`src/rtl/regfile_mp.sv`:
```
// regfile_mp: multi-port register file with execute and load-return writes,
// bypassed combinational reads, and a per-register busy scoreboard.
`default_nettype none

module regfile_mp #(
  parameter  int XLEN    = 64,
  parameter  int NREGS   = 16,
  parameter  int NRD     = 2,
  parameter  int ZERO_R0 = 0,
  localparam int AW      = $clog2(NREGS)
) (
  input  logic                clk,
  input  logic                reset,
  input  logic                wr,
  input  logic [AW-1:0]       wrsel,
  input  logic [1:0]          wrsrc,
  input  logic [XLEN-1:0]     din,
  input  logic [XLEN-1:0]     retaddr,
  input  logic [XLEN-1:0]     imm,
  input  logic [XLEN-1:0]     aluout,
  input  logic [1:0]          width,
  input  logic                sext,
  input  logic                ldwr,
  input  logic [AW-1:0]       ldsel,
  input  logic [XLEN-1:0]     lddata,
  input  logic                issue,
  input  logic [AW-1:0]       issue_sel,
  input  logic [NRD*AW-1:0]   rdsel,
  output logic [NRD*XLEN-1:0] rdout,
  output logic [NRD-1:0]      rdbusy,
  output logic                collide
);

  localparam bit Z = (ZERO_R0 != 0);

  logic [XLEN-1:0]  regs_q [NREGS];
  logic [XLEN-1:0]  regs_d [NREGS];
  logic [NREGS-1:0] busy_q, busy_d;
  logic             collide_q, collide_d;

  logic [XLEN-1:0]  src;
  logic [XLEN-1:0]  exec_data;
  logic             sign;
  int               nbits;
  logic             wr_en, ld_en, issue_en;

  // Source select, then keep the low nbits and fill the rest with sign or zero.
  always_comb begin
    case (wrsrc)
      2'd0:    src = din;
      2'd1:    src = retaddr;
      2'd2:    src = imm;
      default: src = aluout;
    endcase
    case (width)
      2'd0:    nbits = 8;
      2'd1:    nbits = 16;
      2'd2:    nbits = 32;
      default: nbits = XLEN;
    endcase
    if (nbits > XLEN) nbits = XLEN;
    sign = sext & src[nbits-1];
    for (int b = 0; b < XLEN; b++) begin
      exec_data[b] = (b < nbits) ? src[b] : sign;
    end
  end

  assign wr_en    = wr    & ~(Z && (wrsel     == '0));
  assign ld_en    = ldwr  & ~(Z && (ldsel     == '0));
  assign issue_en = issue & ~(Z && (issue_sel == '0));

  // Execute write is applied after the load return so it wins a collision;
  // issue is applied after the clear so a new load keeps the register busy.
  always_comb begin
    regs_d = regs_q;
    busy_d = busy_q;
    if (ld_en) begin
      regs_d[ldsel] = lddata;
      busy_d[ldsel] = 1'b0;
    end
    if (wr_en)    regs_d[wrsel]     = exec_data;
    if (issue_en) busy_d[issue_sel] = 1'b1;
    collide_d = wr_en & ld_en & (wrsel == ldsel);
  end

  always_ff @(posedge clk or negedge reset) begin
    if (!reset) begin
      for (int r = 0; r < NREGS; r++) regs_q[r] <= '0;
      busy_q    <= '0;
      collide_q <= 1'b0;
    end else begin
      regs_q    <= regs_d;
      busy_q    <= busy_d;
      collide_q <= collide_d;
    end
  end

  assign collide = collide_q;

  generate
    for (genvar i = 0; i < NRD; i++) begin : g_rd
      logic [AW-1:0]   sel;
      logic            ld_hit, wr_hit, is_r0;
      assign sel    = rdsel[i*AW +: AW];
      assign ld_hit = ldwr && (ldsel == sel);
      assign wr_hit = wr && (wrsel == sel);
      assign is_r0  = Z && (sel == '0);
      assign rdout[i*XLEN +: XLEN] = is_r0  ? '0 :
                                     wr_hit ? exec_data :
                                     ld_hit ? lddata : regs_q[sel];
      assign rdbusy[i] = ~is_r0 & busy_q[sel] & ~ld_hit;
    end
  endgenerate

endmodule

`default_nettype wire
```
`config.mk`:
```
export PLATFORM = sky130hd
export DESIGN_NAME = regfile_mp
export DESIGN_NICKNAME = d
export VERILOG_FILES = /design/src/rtl/regfile_mp.sv
export SDC_FILE = /design/constraint.sdc
export NUM_CORES = 2
export LEC_CHECK = 0
export ABC_CLOCK_PERIOD_IN_PS = 5400
export CAP_MARGIN = 5
export CORE_UTILIZATION = 35
export CTS_CLUSTER_DIAMETER = 200
export CTS_CLUSTER_SIZE = 24
export DETAILED_ROUTE_END_ITERATION = 6
export GPL_ROUTABILITY_DRIVEN = 0
export MAX_ROUTING_LAYER = met4
export PLACE_DENSITY_LB_ADDON = 0.08
export SETUP_SLACK_MARGIN = 0.02
export SYNTH_ARGS = -nofsm -noshare
export SYNTH_HDL_FRONTEND = slang
export SYNTH_SLANG_ARGS = --single-unit
export TNS_END_PERCENT = 50
```
`constraint.sdc`:
```
create_clock -name clk -period 5.4 [get_ports clk]
set_input_delay 1.08 -clock clk [delete_from_list [all_inputs] [get_ports clk]]
set_output_delay 1.08 -clock clk [all_outputs]
set_load 0.005 [all_outputs]
```
* Word-level counts from Yosys, hierarchy flattened
Index checks and enable logic that the tools add are counted.
Cells by class: add/sub/neg operators 1, magnitude comparators 78, eq/ne operators 9, mux-type cells 98, bitwise operators 14, reductions and logical operators 10
Operator list (number):
- $bwmux 1024 | 2
- $mux 1024 | 2
- $lt 7x32->1 const A | 32
- $mux 64 | 10
- $bmux 64 s4 | 2
- $demux 64 s4 | 2
- $lt 6x32->1 const A | 16
- $lt 5x32->1 const A | 8
- $pmux 64 s3 | 1
- $lt 4x32->1 const A | 4
- $mux 1 | 70
- $lt 3x32->1 const A | 2
- $gt 32x8->1 const B | 1
- $lt 1x32->1 const A | 1
- $lt 2x32->1 const A | 1
- $lt 32x8->1 const B | 1
- $mux 16 | 2
- $sub 32x2->32 const B | 1
- $pmux 7 s3 | 1
- $eq 4x4->1 | 5
- $ge 5x5->1 const B | 4
- $lt 4x5->1 const B | 4
- $not 4->5 | 4
- $and 16x16->16 | 1
- 14 further kinds | 33
Word-level totals: register bits after elaboration 1041, output and inout bits 131, logic and storage cells 228

* Depth between registers and ports, before layout
depth after elaboration 12, mapped depth 11, mapped depth without buffers 8

* Worst setup path before layout
OpenSTA, ideal clock, no wires.
kind input -> output, start input width[1], end output rdout[21], data arrival time 3.563 ns, data required time 4.320 ns, setup slack 0.757 ns, stages on the path 10, path buffers 3, path through buf_4 -> buf_2 -> nand2b_1 -> ha_1 -> nand2_1 -> a311o_1 -> nor2_1 -> buf_4 -> a211oi_4 -> a22oi_1
On the way: longest elaborated chain between the ends 11, elaborated cells on any way between the ends 14
Ends and longest elaborated chain:
- from (decl) | line 21 | input logic [1:0] width,
- $eq 2x2->1, or another cell as far along | line 55 | case (width)
- $pmux 7 s3 (*) | line 55
- $gt 32x8->1 | line 61 | if (nbits > XLEN) nbits = XLEN;
- $mux 7 (*) | line 61
- $sub 32x2->32 | line 62 | sign = sext & src[nbits-1];
- $bmux 1 s6 | line 62
- $mux 1 (implied by the code) (2 in a row) | line 62
- $and 1x1->1 | line 62
- $mux 1 (*) | line 64 | exec_data[b] = (b < nbits) ? src[b] : sign;
- $mux 64 (*) | line 109 | wr_hit ? exec_data :
- to (decl) | line 29 | output logic [NRD*XLEN-1:0] rdout,
Every way passes the cells marked *; elsewhere a longest branch is shown, timed or not. The select of a mux whose other input is x is not followed.

* Worst setup path in the final report
start input wrsel[2], end output rdout[124]
On the way: longest elaborated chain between the ends 3
Ends and longest elaborated chain:
- from (decl) | line 15 | input logic [AW-1:0] wrsel,
- $eq 4x4->1 | line 106 | assign wr_hit = wr && (wrsel == sel);
- $logic_and 1x1->1 | line 106
- $mux 64 | line 109
Every way passes these cells.

==> out/metrics.yaml <==
outcome:
  status: "complete, no violations"
grt:
  antenna_found_initial: 18
  grt-ovfl-total: 0
  grt_pass1_vias: 63800
  grt_start_max_net_pins: 138
  grt_first_pass_wirelength_um: 505000
  grt_usage_pct: 36.8
floorplan:
  start_util_pct: 35.3
  num_io_pins: 481
  coreArea_sq_um: 193000
  die_x_um: 443
  die_area_sq_um: 196000
  chipHeight_um: 443
  rows: 161
critical_path:
  start_kind: "input port"
  worstPathMaxFanout: 8
  slowest_delay_ns: 0.68
  required_ns: 4.32
  worstReg2RegStart: "regs_q[473]$_DFF_PN0_"
  path_cells: "clkdlybuf4s50_1 > xor2_1 > nor3_1 > and3_4 > buf_4 > a21oi_1 > a22oi_2 > buf_4 > clkdlybuf4s50_1"
  critPathArrivalTime_ns: 4.22
  slowest_stage: "clkdlybuf4s50_1"
  cp-end-kind: "output port"
  crit_type: "input port to output port"
  crit_start: "wrsel[2]"
yosys:
  seq_area_frac_synth_pct: 38.3
  syn_nets: 7500
  synth_edf_count: 0
  avgSynthCellArea_sq_um: 9.51
  async_flop_share_pct: 100
  ys_ff_latch: 1041
  ys_types: 60
  synth_warnings: 0
  syn_area_sq_um: 68000
  ys.flop_type: "dfrtp_1"
  syn_inst: 7149
finish:
  drive_gt1_share_pct: 17.2
  area_delta_synth_final_pct: 15.4
  multiInputGateArea_sq_um: 39000
  regArea_sq_um: 26100
  fill_cells: 18800
  nets: 7555
  final_area_sq_um: 78400
timing:
  finalMaxSlewViolations: 0
  finalCriticalPeriod_ns: 5.30
  setup_viol: 0
  rsz0062_at_grt: "false"
  fmax_ghz: 0.189
  maxSlewHeadroom_pct: 16.2
  final.setup.tns_ns: 0
  tightestPinTransition_ns: 1.26
  holdWs_ns: 0.374
  timing_hold_violations_final: 0
  final.period_utilization_pct: 98.2
  fin_skew_ns: 0
clock_network:
  numCtsBuffers: 49
  cts_htree_levels: 2
  path_clk_slew_ns: 0.11
  clock-root-buffer: "clkbuf_16"
  clock_path_buffers: 3
  cts_tree: "built"
  clock_latency_ns: 0.72
  clock-sinks: 1041
  holdBufCountCts: 0
route:
  vias: 65100
  drtAntennaViolNets: 0
  routed_via_density: 6.68
  post_drt_wl_per_cell_um: 36.8
  first_pass_iters: 6
  drtIter0Drc: 9044
  finalWirelength_um: 359000
  drc: 0
power:
  p_leak_uw: 0.0312
  power_density_nw_per_um2: 320
  ir_worst_vdd_uv: 243
place:
  portBuffers: 480
  placed_cell_area_sq_um: 77000
  dpl.hpwl_um: 215000
run:
  drv_cap: 0
min_path:
  hold_path_class: "input port to asynchronous set/reset pin"
metal layers:
metal | global-route usage [%] | routed length, um
met1 | 46.6 | 141000
met2 | 55.6 | 163000
met3 | 7.31 | 33700
met4 | 19.0 | 21500
met5 | - | 0
through the flow:
stage | total power (uW) | cells | worst slack (ns) | utilization, %
after global placement | 20200 | 9673 | -0.289 | 39.9
final | 25100 | 9747 | 0.0956 | 40.7
after CTS | 25000 | 9729 | -0.00857 | 40.6
after floorplan | 17000 | 7149 | 0.757 | -
after global routing | 26200 | 9747 | 0.122 | 40.7
after detailed placement | 20400 | 9673 | -0.201 | 39.9
repair_timing:
action / 4_1_cts / 5_1_grt
setup endpoints to repair: 10 / 14
gates resized for setup: 3 / 2
setup buffers: 3 / 3
pin swaps: 3 / 3
final timing paths:
check	end	slack (ns)	cells after the start
max	rdout[124]	0.1	9
min	regs_q[466]$_DFF_PN0_	0.37	1
max reg2reg	regs_q[473]$_DFF_PN0_	4.42	3
min reg2reg	busy_q[14]$_DFF_PN0_	0.51	2
max in group asynchronous	regs_q[706]$_DFF_PN0_	3.54	3
min in group clk	busy_q[14]$_DFF_PN0_	0.51	2
cells by family after synthesis:
family / count (synthesis) / synth area share [%]
mux: 783 / 22.4
flops: 1041 / 38.3
simple gates: 2918 / 18.2
xor+xnor: 17 / 0.219
compound gates: 1505 / 15.5
buf+inv: 884 / 5.24
fa+ha+maj: 1 / 0.0184
layout make-up:
| type | instances | area share (%) |
|---|---|---|
| Antenna cell | 15 | 0.0479 |
| Clock buffer | 51 | 1.63 |
| Clock inverter | 2 | 0.0319 |
| Inverter | 10 | 0.0558 |
| Multi-Input combinational cell | 5224 | 49.7 |
| Sequential cell | 1041 | 33.2 |
| Tap cell | 2526 | 4.03 |
| Timing Repair Buffer | 878 | 11.3 |
registers in the layout (all words and copies together), names as in the netlist:
| signal | count |
|---|---|
| busy_q | 16 |
| collide | 1 |
| regs_q | 1024 |
placed cells by master, fill, tap and decap left out, types with 8 or more instances in the layout:
| cell | instances |
|---|---|
| a21oi_2 | 9 |
| diode_2 | 15 |
| mux4_2 | 587 |
| nor3_2 | 14 |
| nor2_1 | 110 |
| a31oi_1 | 64 |
| nand3_1 | 166 |
| clkdlybuf4s50_1 | 465 |
| nand2_4 | 17 |
| a211oi_4 | 10 |
| xor2_1 | 11 |
| a21oi_1 | 545 |
| buf_12 | 82 |
| mux2i_1 | 135 |
| nand3b_1 | 8 |
| nand2_1 | 2117 |
| mux2_2 | 61 |
| a211oi_1 | 96 |
| and3_1 | 290 |
| o211ai_1 | 53 |
| dfrtp_1 | 1041 |
| nor2_4 | 25 |
| nand3_4 | 8 |
| nor2b_1 | 102 |
| nor3_4 | 12 |
| o21ai_0 | 63 |
| a32oi_1 | 512 |
| nand2b_1 | 12 |
| buf_4 | 320 |
| clkbuf_16 | 51 |
| a22oi_1 | 110 |
where the power goes:
part / internal [uW] / switching, uW
Sequential: 9810 / 1560
Combinational: 4860 / 4250
Clock: 1710 / 2940
Total: 16400 / 8750
cell usage after synthesis (63+ instances only):
| cell type | instances | area [sq um] |
|---|---|---|
| buf_2 | 102 | 510 |
| nand2_1 | 2141 | 8040 |
| nand3_1 | 175 | 876 |
| a22oi_1 | 113 | 848 |
| a21oi_1 | 545 | 2730 |
| dfrtp_1 | 1041 | 26000 |
| mux4_2 | 587 | 13200 |
| a211oi_1 | 96 | 721 |
| a31oi_1 | 64 | 400 |
| nor2_1 | 136 | 510 |
| buf_1 | 91 | 342 |
| mux2i_1 | 135 | 1350 |
| a32oi_1 | 512 | 4480 |
| clkbuf_1 | 664 | 2490 |
| o21ai_0 | 63 | 315 |
| nor2b_1 | 102 | 638 |
| and3_1 | 293 | 1830 |
worst max-delay path, delay by kind of cell:
kind	cells	cell delay, ns
AOI/OAI and AO/OA	2	0.40
xor gates and xnor gates	1	0.26
buffers and inverters	4	1.64
and+or+nand+nor	2	0.80
Power figures use the tool's default switching activity.
